--- config.mk ---
export PLATFORM = sky130hd
export DESIGN_NAME = threshold_cv_mul_arbiter
export DESIGN_NICKNAME = d
export VERILOG_FILES = /design/src/rtl/threshold_cv_mul_arbiter.sv
export SDC_FILE = /design/constraint.sdc
export NUM_CORES = 1
export LEC_CHECK = 0
export BUFFER_PORTS_ARGS = -buffer_cell sky130_fd_sc_hd__buf_2
export CAP_MARGIN = 20
export CORE_MARGIN = 8
export CORE_UTILIZATION = 30
export CTS_BUF_LIST = sky130_fd_sc_hd__clkbuf_8 sky130_fd_sc_hd__clkbuf_16
export DETAILED_ROUTE_END_ITERATION = 10
export HOLD_SLACK_MARGIN = 0.12
export PLACE_DENSITY = 0.46
export SLEW_MARGIN = 20
export SYNTH_ARGS = -nofsm -noshare
export SYNTH_HDL_FRONTEND = slang
export SYNTH_SLANG_ARGS = --single-unit
export TNS_END_PERCENT = 30
--- constraint.sdc ---
create_clock -name clk -period 16.5 [get_ports clk]
set_input_delay 1.65 -clock clk [delete_from_list [all_inputs] [get_ports clk]]
set_output_delay 1.65 -clock clk [all_outputs]
set_load 0.01 [all_outputs]
--- src/rtl/threshold_cv_mul_arbiter.sv ---
// Round-robin arbiter that lets NUM_REQ requesters share one pipelined 16x16 multiplier.
// Products return on a single tagged result port; the multiplier clock-enable carries backpressure.

module threshold_cv_mul_mul_16ns_16ns_32_4_1 #(
   parameter int LATENCY = 3
) (
   input  logic        clk,
   input  logic        ce,
   input  logic [15:0] din0,
   input  logic [15:0] din1,
   output logic [31:0] dout
);

   logic [31:0] prod_q [LATENCY];
   logic [31:0] prod_d [LATENCY];

   always_comb begin
      prod_d[0] = {16'd0, din0} * {16'd0, din1};
      for (int i = 1; i < LATENCY; i++) begin
         prod_d[i] = prod_q[i-1];
      end
   end

   // Datapath only: no reset, frozen whenever ce is low.
   always_ff @(posedge clk) begin
      if (ce) begin
         prod_q <= prod_d;
      end
   end

   assign dout = prod_q[LATENCY-1];

endmodule

module threshold_cv_mul_arbiter #(
   parameter int NUM_REQ     = 4,
   parameter int ID_W        = 2,
   parameter int MUL_LATENCY = 3
) (
   input  logic                  clk,
   input  logic                  reset,
   input  logic [NUM_REQ-1:0]    req_valid,
   output logic [NUM_REQ-1:0]    req_ready,
   input  logic [NUM_REQ*16-1:0] req_a,
   input  logic [NUM_REQ*16-1:0] req_b,
   output logic                  res_valid,
   input  logic                  res_ready,
   output logic [31:0]           res_data,
   output logic [ID_W-1:0]       res_id,
   output logic                  busy
);

   generate
      if (ID_W < $clog2(NUM_REQ) || ID_W < 1) begin : g_bad_id_w
         $error("threshold_cv_mul_arbiter: ID_W too small for NUM_REQ");
      end
      if (NUM_REQ < 2 || NUM_REQ > 8) begin : g_bad_num_req
         $error("threshold_cv_mul_arbiter: NUM_REQ must be 2..8");
      end
      if (MUL_LATENCY < 1) begin : g_bad_latency
         $error("threshold_cv_mul_arbiter: MUL_LATENCY must be at least 1");
      end
   endgenerate

   localparam logic [ID_W:0] NUM_REQ_X = (ID_W+1)'(NUM_REQ);

   logic                   stall;
   logic                   ce;
   logic                   issue;
   logic                   found;
   logic [2*NUM_REQ-1:0]   rot_vld;
   logic [ID_W-1:0]        off;
   logic [ID_W:0]          sel_sum;
   logic [ID_W:0]          nxt_sum;
   logic [ID_W-1:0]        sel;
   logic [15:0]            din0;
   logic [15:0]            din1;
   logic [31:0]            mul_dout;

   logic [ID_W-1:0]        rr_ptr_q, rr_ptr_d;
   logic [MUL_LATENCY-1:0] tag_vld_q, tag_vld_d;
   logic [ID_W-1:0]        tag_id_q [MUL_LATENCY];
   logic [ID_W-1:0]        tag_id_d [MUL_LATENCY];

   assign stall = tag_vld_q[MUL_LATENCY-1] & ~res_ready;
   assign ce    = ~stall;

   // Rotate the valid vector so bit 0 is rr_ptr; the lowest set bit is the winner.
   always_comb begin
      rot_vld = {req_valid, req_valid} >> rr_ptr_q;
      found   = |rot_vld[NUM_REQ-1:0];
      off     = '0;
      for (int k = NUM_REQ - 1; k >= 0; k--) begin
         if (rot_vld[k]) begin
            off = k[ID_W-1:0];
         end
      end
      sel_sum = {1'b0, rr_ptr_q} + {1'b0, off};
      if (sel_sum >= NUM_REQ_X) begin
         sel_sum = sel_sum - NUM_REQ_X;
      end
      sel   = sel_sum[ID_W-1:0];
      issue = found & ce & ~reset;

      req_ready = '0;
      if (issue) begin
         req_ready[sel] = 1'b1;
      end
   end

   always_comb begin
      din0 = req_a[15:0];
      din1 = req_b[15:0];
      for (int i = 1; i < NUM_REQ; i++) begin
         if (sel == ID_W'(i)) begin
            din0 = req_a[16*i +: 16];
            din1 = req_b[16*i +: 16];
         end
      end
   end

   always_comb begin
      nxt_sum = sel_sum + 1'b1;
      if (nxt_sum >= NUM_REQ_X) begin
         nxt_sum = '0;
      end
      rr_ptr_d = rr_ptr_q;
      if (issue) begin
         rr_ptr_d = nxt_sum[ID_W-1:0];
      end

      tag_vld_d = tag_vld_q;
      tag_id_d  = tag_id_q;
      if (ce) begin
         tag_vld_d[0] = issue;
         tag_id_d[0]  = sel;
         for (int i = 1; i < MUL_LATENCY; i++) begin
            tag_vld_d[i] = tag_vld_q[i-1];
            tag_id_d[i]  = tag_id_q[i-1];
         end
      end
   end

   // Control state: reset discards every in-flight tag.
   always_ff @(posedge clk) begin
      if (reset) begin
         rr_ptr_q  <= '0;
         tag_vld_q <= '0;
      end else begin
         rr_ptr_q  <= rr_ptr_d;
         tag_vld_q <= tag_vld_d;
      end
   end

   always_ff @(posedge clk) begin
      tag_id_q <= tag_id_d;
   end

   threshold_cv_mul_mul_16ns_16ns_32_4_1 #(
      .LATENCY(MUL_LATENCY)
   ) u_mul (
      .clk (clk),
      .ce  (ce),
      .din0(din0),
      .din1(din1),
      .dout(mul_dout)
   );

   assign res_valid = tag_vld_q[MUL_LATENCY-1];
   assign res_id    = tag_id_q[MUL_LATENCY-1];
   assign res_data  = mul_dout;
   assign busy      = |tag_vld_q;

endmodule

==> run_results.csv, run 1 <==
group,metric,value,unit
outcome,outcome,"completed",
clock_network,cts_tree,"done",
synth,synth_top_area_cell,"fa_1",
finish,seq_area,0.00316,mm^2
synth,yosys_warnings,0,
finish,drive_gt1_share,15.8,%
sta,fin_crit_sh,69.7,%
setup_path,worst_ep_required_time,16620,ps
grt,grt_pass1_wl,57300,um
placement,port_buffers,174,
grt,grt_pass1_vias,10200,
detailed_routing,drt.antenna.violating_nets,0,
sta,max_slew.worst_pin.slew,1050,ps
grt,antenna_found_initial,1,
grt,overflow,0,
synth,ys_seq_area_share,24.0,%
sta,setup_viol_count_final,0,
synth,synthesis.area,0.0132,mm^2
detailed_routing,drtIter0Drc,574,
worst_hold_path,min_from,"u_mul.prod_d[2]$_DFFE_PN_",
floorplanning,die_height,225,um
synth,async_reset_ff_share,0,%
detailed_routing,num_vias,9540,
floorplanning,core,0.0432,mm^2
detailed_routing,drc,0,
floorplanning,initial_core_util,30.5,%
setup_path,path_max_fanout,41,
worst_hold_path,holdPathStages,0,
sta,fmax,86.9,MHz
sta,max_slew_margin,30.3,%
grt,grt_max_degree,65,
detailed_routing,drt-pass1-iter-count,5,
synth,yosysMostFrequentCell,"inv_1",
finish,multi_input_area,0.00877,mm^2
clock_network,post-cts-setup-buffers,0,
finish,nets,1902,
synth,syn-num-nets,1752,
clock_network,ctsResizeCount,0,
clock_network,cts_hold_buf,0,
placement,hpwlAfterDp,30100,um
worst_hold_path,holdCritPathClass,"reg2reg",
finish,fillers,4544,
synth,synth_area_leaders,"fa_1 (30%), edfxtp_1 (23%), ha_1 (10%)",
setup_path,cp-start-kind,"input port",
setup_path,criticalPathCategory,"in2reg",
clock_network,cts_root_buf,"clkbuf_16",
sta,period_needed,11500,ps
clock_network,cts.path.max_buffers,2,
synth,synth_common_cells,"inv_1 (261), fa_1 (194), nor2_1 (153), nand2_1 (134), ha_1 (107)",
clock_network,clock_latency,380,ps
setup_path,rrSetupSlack,6000,ps
setup_path,max_stage_delay,850,ps
sta,hold_violations,0,
finish,diodes,0,
setup_path,critPathLaunch,"req_valid[0]",
sta,rsz0062_at_grt,"false",
synth,ys_ff_latch,107,
synth,synth_edf_count,102,
placement,gp_congestion,0.830,
synth,synth_top_flop_cell,"edfxtp_1",
clock_network,cts_buffers,9,
setup_path,r2r_cells,30,
synth,yosysUniqueCellTypes,59,
sta,clock_skew,13.8,ps
floorplanning,die_area,0.0508,mm^2
sta,timing.setup.tns,0,ps
clock_network,clock_sinks,107,
detailed_routing,routed_via_density,4.64,
detailed_routing,routed_wl,36600,um
floorplanning,io_pins,175,
grt,grt_use_total,14.5,%
synth,synthCells,1316,
worst_hold_path,min_delay_worst_endpoint,"u_mul.dout[2]$_DFFE_PN_",
synth,netlist.area_leader.share,29.5,%
sta,slew_viol_final,0,
setup_path,cp_slowest_cell,"nand2_1",
run,maxCapViolCount,0,
setup_path,timing.rr.start,"rr_ptr_q[0]$_SDFFE_PP0P_",
floorplanning,die_width,225,um
finish,area_growth,13.5,%
setup_path,cp.arrival,11630,ps
floorplanning,rows,76,
clock_network,htree_levels,3,
setup_path,reg2reg_to,"u_mul.prod_d[61]$_DFFE_PN_",
clock_network,clk_pin_slew,90,ps
synth,avgSynthCellArea,10.0,um^2
detailed_routing,wl_per_cell,17.8,um
setup_path,end_kind,"flip-flop",
worst max path at each step:
stage | endpoint | depth (start not counted) | slack (ps)
after floorplan | u_mul.prod_d[60]$_DFFE_PN_ | 32 | 6690
after global placement | u_mul.prod_d[60]$_DFFE_PN_ | 32 | 4780
after detailed placement | u_mul.prod_d[61]$_DFFE_PN_ | 32 | 4610
after CTS | u_mul.prod_d[61]$_DFFE_PN_ | 32 | 5000
after global routing | u_mul.prod_d[61]$_DFFE_PN_ | 32 | 4280
final | u_mul.prod_d[61]$_DFFE_PN_ | 32 | 5000
cell usage in the layout (no fill, tap or decap), types with 4 or more instances in the layout:
cell type	synthesis	routed
o22ai_1	13	13
and2_1	28	28
or2_1	8	8
nand3_1	6	6
buf_2	18	174
edfxtp_1	102	102
xor2_1	14	14
a21oi_1	26	26
o21a_1	5	5
a211oi_1	8	8
inv_1	261	260
nor2_1	153	152
o21ai_0	22	22
nand2b_1	13	13
dfxtp_1	5	5
nor2b_1	6	6
a221o_1	19	19
xnor2_1	14	14
mux2i_1	35	35
o211ai_1	5	5
a21o_1	16	16
a21oi_2	5	5
nor3_1	9	9
nand4_1	4	4
nand2_1	134	134
ha_1	107	106
a221oi_2	17	17
buf_4	3	11
clkbuf_16	0	9
or3_1	4	4
fa_1	194	194
state kept, by name (all words and copies together) (netlist names):
register      cells
tag_id_q          4
tag_vld_q         3
rr_ptr_q          2
u_mul.dout       32
res_id            2
u_mul.prod_d     64
per-stage QoR:
stage,std cells,hold WS [ps],utilization [%],setup WS (ps),area [um^2]
2_1_floorplan,1316,400,-,6690,13200
3_3_place_gp,2040,401,33.8,4780,14600
3_5_place_dp,2040,405,33.8,4610,14600
4_1_cts,2056,417,34.6,5000,14900
5_1_grt,2056,418,34.6,4280,14900
6_report,2056,414,34.6,5000,14900
final cells by class:
type	instances	share of cell area [%]
inverters	261	6.58
clock inverters	7	0.704
flip-flops and latches	107	21.2
well taps	585	4.90
clock buffers	9	1.51
multi-input cells	902	58.8
repair buffers	185	6.38
worst max-delay path: cells and delay by family:
kind	cells	cell delay, ps
xor+xnor	2	570
simple gates	5	1310
compound gates	8	2980
fa+ha+maj	9	3830
buf+inv	8	1200
kinds of logic (layout without fill, tap and decap cells):
kind of cell               count (synthesis)  in the layout  share of synthesized area, %
buffers and inverters                    307            462                          9.34
xor gates and xnor gates                  28             28                          1.86
AOI/OAI and AO/OA                        160            160                          9.85
DFF                                      107            107                          24.0
adders and majority gates                301            301                          39.7
muxes                                     36             36                          2.78
and+or+nand+nor                          377            377                          12.4
routing by layer:
layer | vias up | global-route usage (%) | wire [um]
li1 | 4539 | - | -
met2 | 300 | 22.4 | 15700
met5 | - | 0 | 8
met4 | 2 | 4.78 | 837
met1 | 4662 | 20.3 | 18000
met3 | 37 | 2.78 | 1950
Power of run 1 is left out: the tool's default activity adds up to more than one toggle a clock period on the data nets, which glitch-free logic cannot reach.
==> inputs of run 2 (changes only) <==
Settings changed: ABC_AREA set to 1, PLACE_DENSITY 0.46 to 0.48.
Clock period 16.5 ns to 9.4 ns, I/O delays scaled along.
==> run_results.csv, run 2 <==
group,metric,value,unit
detailed_routing,routed_via_density,4.61,
clock_network,htree_levels,3,
finish,final_common_cell,"inv_1",
setup_path,criticalPathCategory,"in2reg",
floorplanning,core,0.0453,mm^2
worst_hold_path,holdCritPathClass,"reg2reg",
clock_network,cts_buffers,9,
clock_network,post-cts-setup-buffers,0,
synth,synth_top_flop_cell,"edfxtp_1",
placement,port_buffers,174,
synth,synth_top_area_cell,"fa_1",
floorplanning,rows,78,
sta,max_slew_margin,35.8,%
finish,fillers,4810,
finish,drive_gt1_share,17.5,%
floorplanning,io_pins,175,
setup_path,path_max_fanout,33,
clock_network,ctsResizeCount,0,
sta,period_needed,8530,ps
sta,timing.setup.tns,0,ps
setup_path,cp-start-kind,"input port",
detailed_routing,drc,0,
synth,ys_ff_latch,107,
floorplanning,initial_core_util,30.3,%
detailed_routing,drt.antenna.violating_nets,0,
outcome,outcome,"completed",
detailed_routing,wl_per_cell,17.6,um
synth,yosysMostFrequentCell,"inv_1",
synth,synth_area_leaders,"fa_1 (28%), edfxtp_1 (22%), ha_1 (9.8%)",
grt,grt_pass1_vias,11900,
synth,async_reset_ff_share,0,%
clock_network,cts_root_buf,"clkbuf_16",
sta,slew_viol_final,0,
synth,synth_edf_count,102,
sta,whs,420,ps
sta,max_slew.worst_pin.slew,964,ps
finish,layout_common_cells,"inv_1 (347), nand2_1 (275), fa_1 (194)",
detailed_routing,routed_wl,41700,um
floorplanning,die_width,230,um
setup_path,cp_slowest_cell,"fa_1",
grt,grt_use_total,16.0,%
setup_path,worst_ep_required_time,9530,ps
run,maxCapViolCount,0,
setup_path,crit_path_frequent_cell,"nand2_1",
synth,netlist.area_leader.share,28.3,%
placement,hpwlAfterDp,35700,um
synth,synthesis.area,0.0137,mm^2
sta,fin_crit_sh,90.7,%
floorplanning,die_area,0.0528,mm^2
detailed_routing,drt-pass1-iter-count,5,
synth,yosysUniqueCellTypes,39,
synth,avgSynthCellArea,8.72,um^2
grt,grt_pass1_wl,65800,um
finish,largest_reg_flops,64,
grt,antenna_found_initial,2,
detailed_routing,num_vias,10900,
finish,area_growth,14.3,%
clock_network,clk_pin_slew,70,ps
sta,hold_violations,0,
setup_path,end_kind,"flip-flop",
synth,syn-num-nets,2010,
floorplanning,die_height,230,um
synth,synth_common_cells,"inv_1 (347), nand2_1 (275), fa_1 (194), nor2_1 (192), ha_1 (107)",
sta,setup_viol_count_final,0,
clock_network,clock_sinks,107,
setup_path,cp.arrival,8660,ps
setup_path,max_stage_delay,570,ps
detailed_routing,drtIter0Drc,551,
grt,grt_max_degree,78,
synth,yosys_warnings,0,
sta,fmax,117,MHz
finish,nets,2191,
synth,synthCells,1574,
sta,clock_skew,22.3,ps
grt,overflow,0,
placement,gp_congestion,0.898,
clock_network,cts_tree,"done",
clock_network,cts.path.max_buffers,2,
synth,ys_seq_area_share,23.1,%
sta,rsz0062_at_grt,"false",
clock_network,clock_latency,390,ps
clock_network,cts_hold_buf,0,
-- run 2: path summary, 6_finish.rpt --
path | start | endpoint | slack [ps] | cells past startpoint
max | req_valid[1] | u_mul.prod_d[60]$_DFFE_PN_ | 870 | 35
min | u_mul.prod_d[9]$_DFFE_PN_ | u_mul.dout[9]$_DFFE_PN_ | 420 | 0
max reg2reg | rr_ptr_q[0]$_SDFFE_PP0P_ | u_mul.prod_d[60]$_DFFE_PN_ | 950 | 35
min reg2reg | u_mul.prod_d[9]$_DFFE_PN_ | u_mul.dout[9]$_DFFE_PN_ | 420 | 0
-- run 2: cell families (layout without fill, tap and decap cells) --
logic type	Yosys count	count (layout)	synth area share (%)
adder cells (fa/ha/maj)	301	301	38.1
flip-flops	107	107	23.1
AO/OA/AOI/OAI	128	128	5.88
buffers and inverters	400	586	11.9
XOR/XNOR	29	29	1.85
other	0	2	0
AND/OR/NAND/NOR	609	609	19.3
-- run 2: metal layers --
| metal | vias up | wire, um | track usage (%) |
|---|---|---|---|
| li1 | 5202 | - | - |
| met1 | 5356 | 18500 | 20.1 |
| met2 | 280 | 20300 | 27.5 |
| met3 | 50 | 1900 | 2.76 |
| met4 | 0 | 1000 | 5.11 |
| met5 | - | 0 | 0 |
-- run 2: through the flow --
stage | area, um^2 | std cells | utilization [%] | setup slack (ps)
4_1_cts | 15700 | 2360 | 34.6 | 903
6_report | 15700 | 2362 | 34.6 | 871
2_1_floorplan | 13700 | 1574 | - | 1140
5_1_grt | 15700 | 2362 | 34.6 | 438
3_5_place_dp | 15400 | 2344 | 34.0 | 510
3_3_place_gp | 15400 | 2344 | 34.0 | 511
-- run 2: final cells by class --
type / instances / area [um^2] / area share, %
Antenna cell: 2 / 5.00 / 0.0319
Clock buffer: 9 / 225 / 1.44
Clock inverter: 7 / 76.3 / 0.487
Inverter: 352 / 1330 / 8.45
Multi-Input combinational cell: 1067 / 8930 / 56.9
Sequential cell: 107 / 3160 / 20.2
Tap cell: 600 / 751 / 4.79
Timing Repair Buffer: 218 / 1210 / 7.74
-- run 2: critical path: cells and delay by family --
kind,cells,cell delay [ps]
and+or+nand+nor,15,1880
buffers and inverters,7,860
xor gates and xnor gates,1,190
AOI/OAI and AO/OA,4,1240
adders and majority gates,8,3540
Power of run 2 is left out for the same reason.
==> inputs of run 3 (changes only) <==
Settings changed: REMOVE_ABC_BUFFERS set to 1.
==> run_results.csv, run 3 (synthesized netlist as in run 2, its figures left out) <==
group,metric,value,unit
outcome,outcome,"completed",
sta,setup_viol_count_final,0,
clock_network,cts_tree,"done",
finish,layout_common_cells,"inv_1 (346), nand2_1 (275), fa_1 (194)",
worst_hold_path,holdPathStages,0,
detailed_routing,drt.antenna.violating_nets,0,
floorplanning,initial_core_util,30.3,%
detailed_routing,drtIter0Drc,527,
finish,diodes,0,
grt,antenna_found_initial,0,
sta,period_needed,8640,ps
placement,gp_congestion,0.908,
sta,fin_crit_sh,92.0,%
sta,rsz0062_at_grt,"false",
sta,hold_violations,0,
setup_path,crit_family,"adder cells",
placement,port_buffers,174,
clock_network,clock_latency,370,ps
setup_path,r2r_cells,35,
finish,final_common_cell,"inv_1",
finish,nets,2168,
worst_hold_path,holdCritPathClass,"reg2reg",
worst_hold_path,min_from,"u_mul.prod_d[33]$_DFFE_PN_",
setup_path,timing.rr.start,"rr_ptr_q[1]$_SDFFE_PP0P_",
finish,final_util,34.3,%
placement,hpwlAfterDp,33000,um
detailed_routing,routed_wl,39000,um
setup_path,crit_path_frequent_cell,"inv_1",
clock_network,cts.path.max_buffers,2,
setup_path,cp-start-kind,"input port",
detailed_routing,wl_per_cell,16.7,um
floorplanning,rows,78,
sta,fmax,116,MHz
finish,drive_gt1_share,16.5,%
worst_hold_path,min_delay_worst_endpoint,"u_mul.prod_d[1]$_DFFE_PN_",
setup_path,path_max_fanout,33,
clock_network,cts_buffers,9,
finish,fin_area,0.0155,mm^2
sta,slew_viol_final,0,
grt,grt_pass1_vias,11600,
sta,clock_skew,12.1,ps
clock_network,htree_levels,3,
clock_network,clock_sinks,107,
sta,max_slew.worst_pin.slew,982,ps
setup_path,cp_slowest_cell,"a21oi_2",
detailed_routing,drc,0,
setup_path,rrSetupSlack,870,ps
setup_path,end_kind,"flip-flop",
setup_path,worst_ep_required_time,9520,ps
finish,area_growth,13.2,%
clock_network,clk_pin_slew,80,ps
clock_network,cts_root_buf,"clkbuf_16",
floorplanning,die_area,0.0528,mm^2
grt,grt_max_degree,79,
setup_path,cp.arrival,8760,ps
grt,overflow,0,
setup_path,criticalPathCategory,"in2reg",
finish,largest_reg_flops,64,
detailed_routing,routed_via_density,4.58,
clock_network,cts_hold_buf,0,
sta,timing.setup.tns,0,ps
floorplanning,core,0.0453,mm^2
run,maxCapViolCount,0,
floorplanning,io_pins,175,
placement,placed_area,0.0152,mm^2
sta,max_slew_margin,34.6,%
detailed_routing,num_vias,10700,
clock_network,ctsResizeCount,0,
grt,grt_use_total,14.8,%
setup_path,critical_path_buf_inv_count,9,
grt,grt_pass1_wl,62300,um
clock_network,post-cts-setup-buffers,0,
detailed_routing,drt-pass1-iter-count,5,
setup_path,max_stage_delay,610,ps
setup_path,reg2reg_to,"u_mul.prod_d[56]$_DFFE_PN_",
floorplanning,die_width,230,um
floorplanning,die_height,230,um
-- run 3: changes by cell type in the layout (fill, tap and decap cells not counted), sizes merged --
cell and change:
buf -23, bufinv -1, clkinv -1, clkinvlp +1
diode -2, inv +1
-- run 3: cell type report --
class	count	area, um^2
clock buffer	9	225
clock inverter	7	80.1
fill	4804	29800
inverter	352	1330
multi-input combinational	1067	8930
sequential	107	3160
tap	600	751
timing repair buffer	195	1050
-- run 3: how the worst max path moves through the flow --
stage | from | end | slack (ps) | cells after the start
global placement | req_valid[1] | u_mul.prod_d[56]$_DFFE_PN_ | 610 | 36
finish | req_valid[2] | u_mul.prod_d[56]$_DFFE_PN_ | 760 | 35
detailed placement | req_valid[2] | u_mul.prod_d[56]$_DFFE_PN_ | 480 | 35
global route | req_valid[1] | u_mul.prod_d[60]$_DFFE_PN_ | 270 | 36
floorplan | req_valid[3] | u_mul.prod_d[60]$_DFFE_PN_ | 700 | 34
CTS | req_valid[2] | u_mul.prod_d[56]$_DFFE_PN_ | 870 | 35
-- run 3: layer usage --
| layer | vias to the layer above | track usage, % | routed length, um |
|---|---|---|---|
| li1 | 5163 | - | - |
| met5 | - | 0 | 0 |
| met2 | 290 | 25.4 | 18200 |
| met3 | 36 | 2.12 | 2120 |
| met4 | 0 | 4.28 | 796 |
| met1 | 5209 | 19.2 | 17800 |
-- run 3: stage by stage --
stage / setup WS [ps] / cells / hold WS (ps)
global route: 273 / 2337 / 424
CTS: 871 / 2337 / 421
floorplan: 702 / 1526 / 400
finish: 755 / 2337 / 420
global placement: 613 / 2321 / 402
detailed placement: 485 / 2321 / 405
Power of run 3 is left out for the same reason.
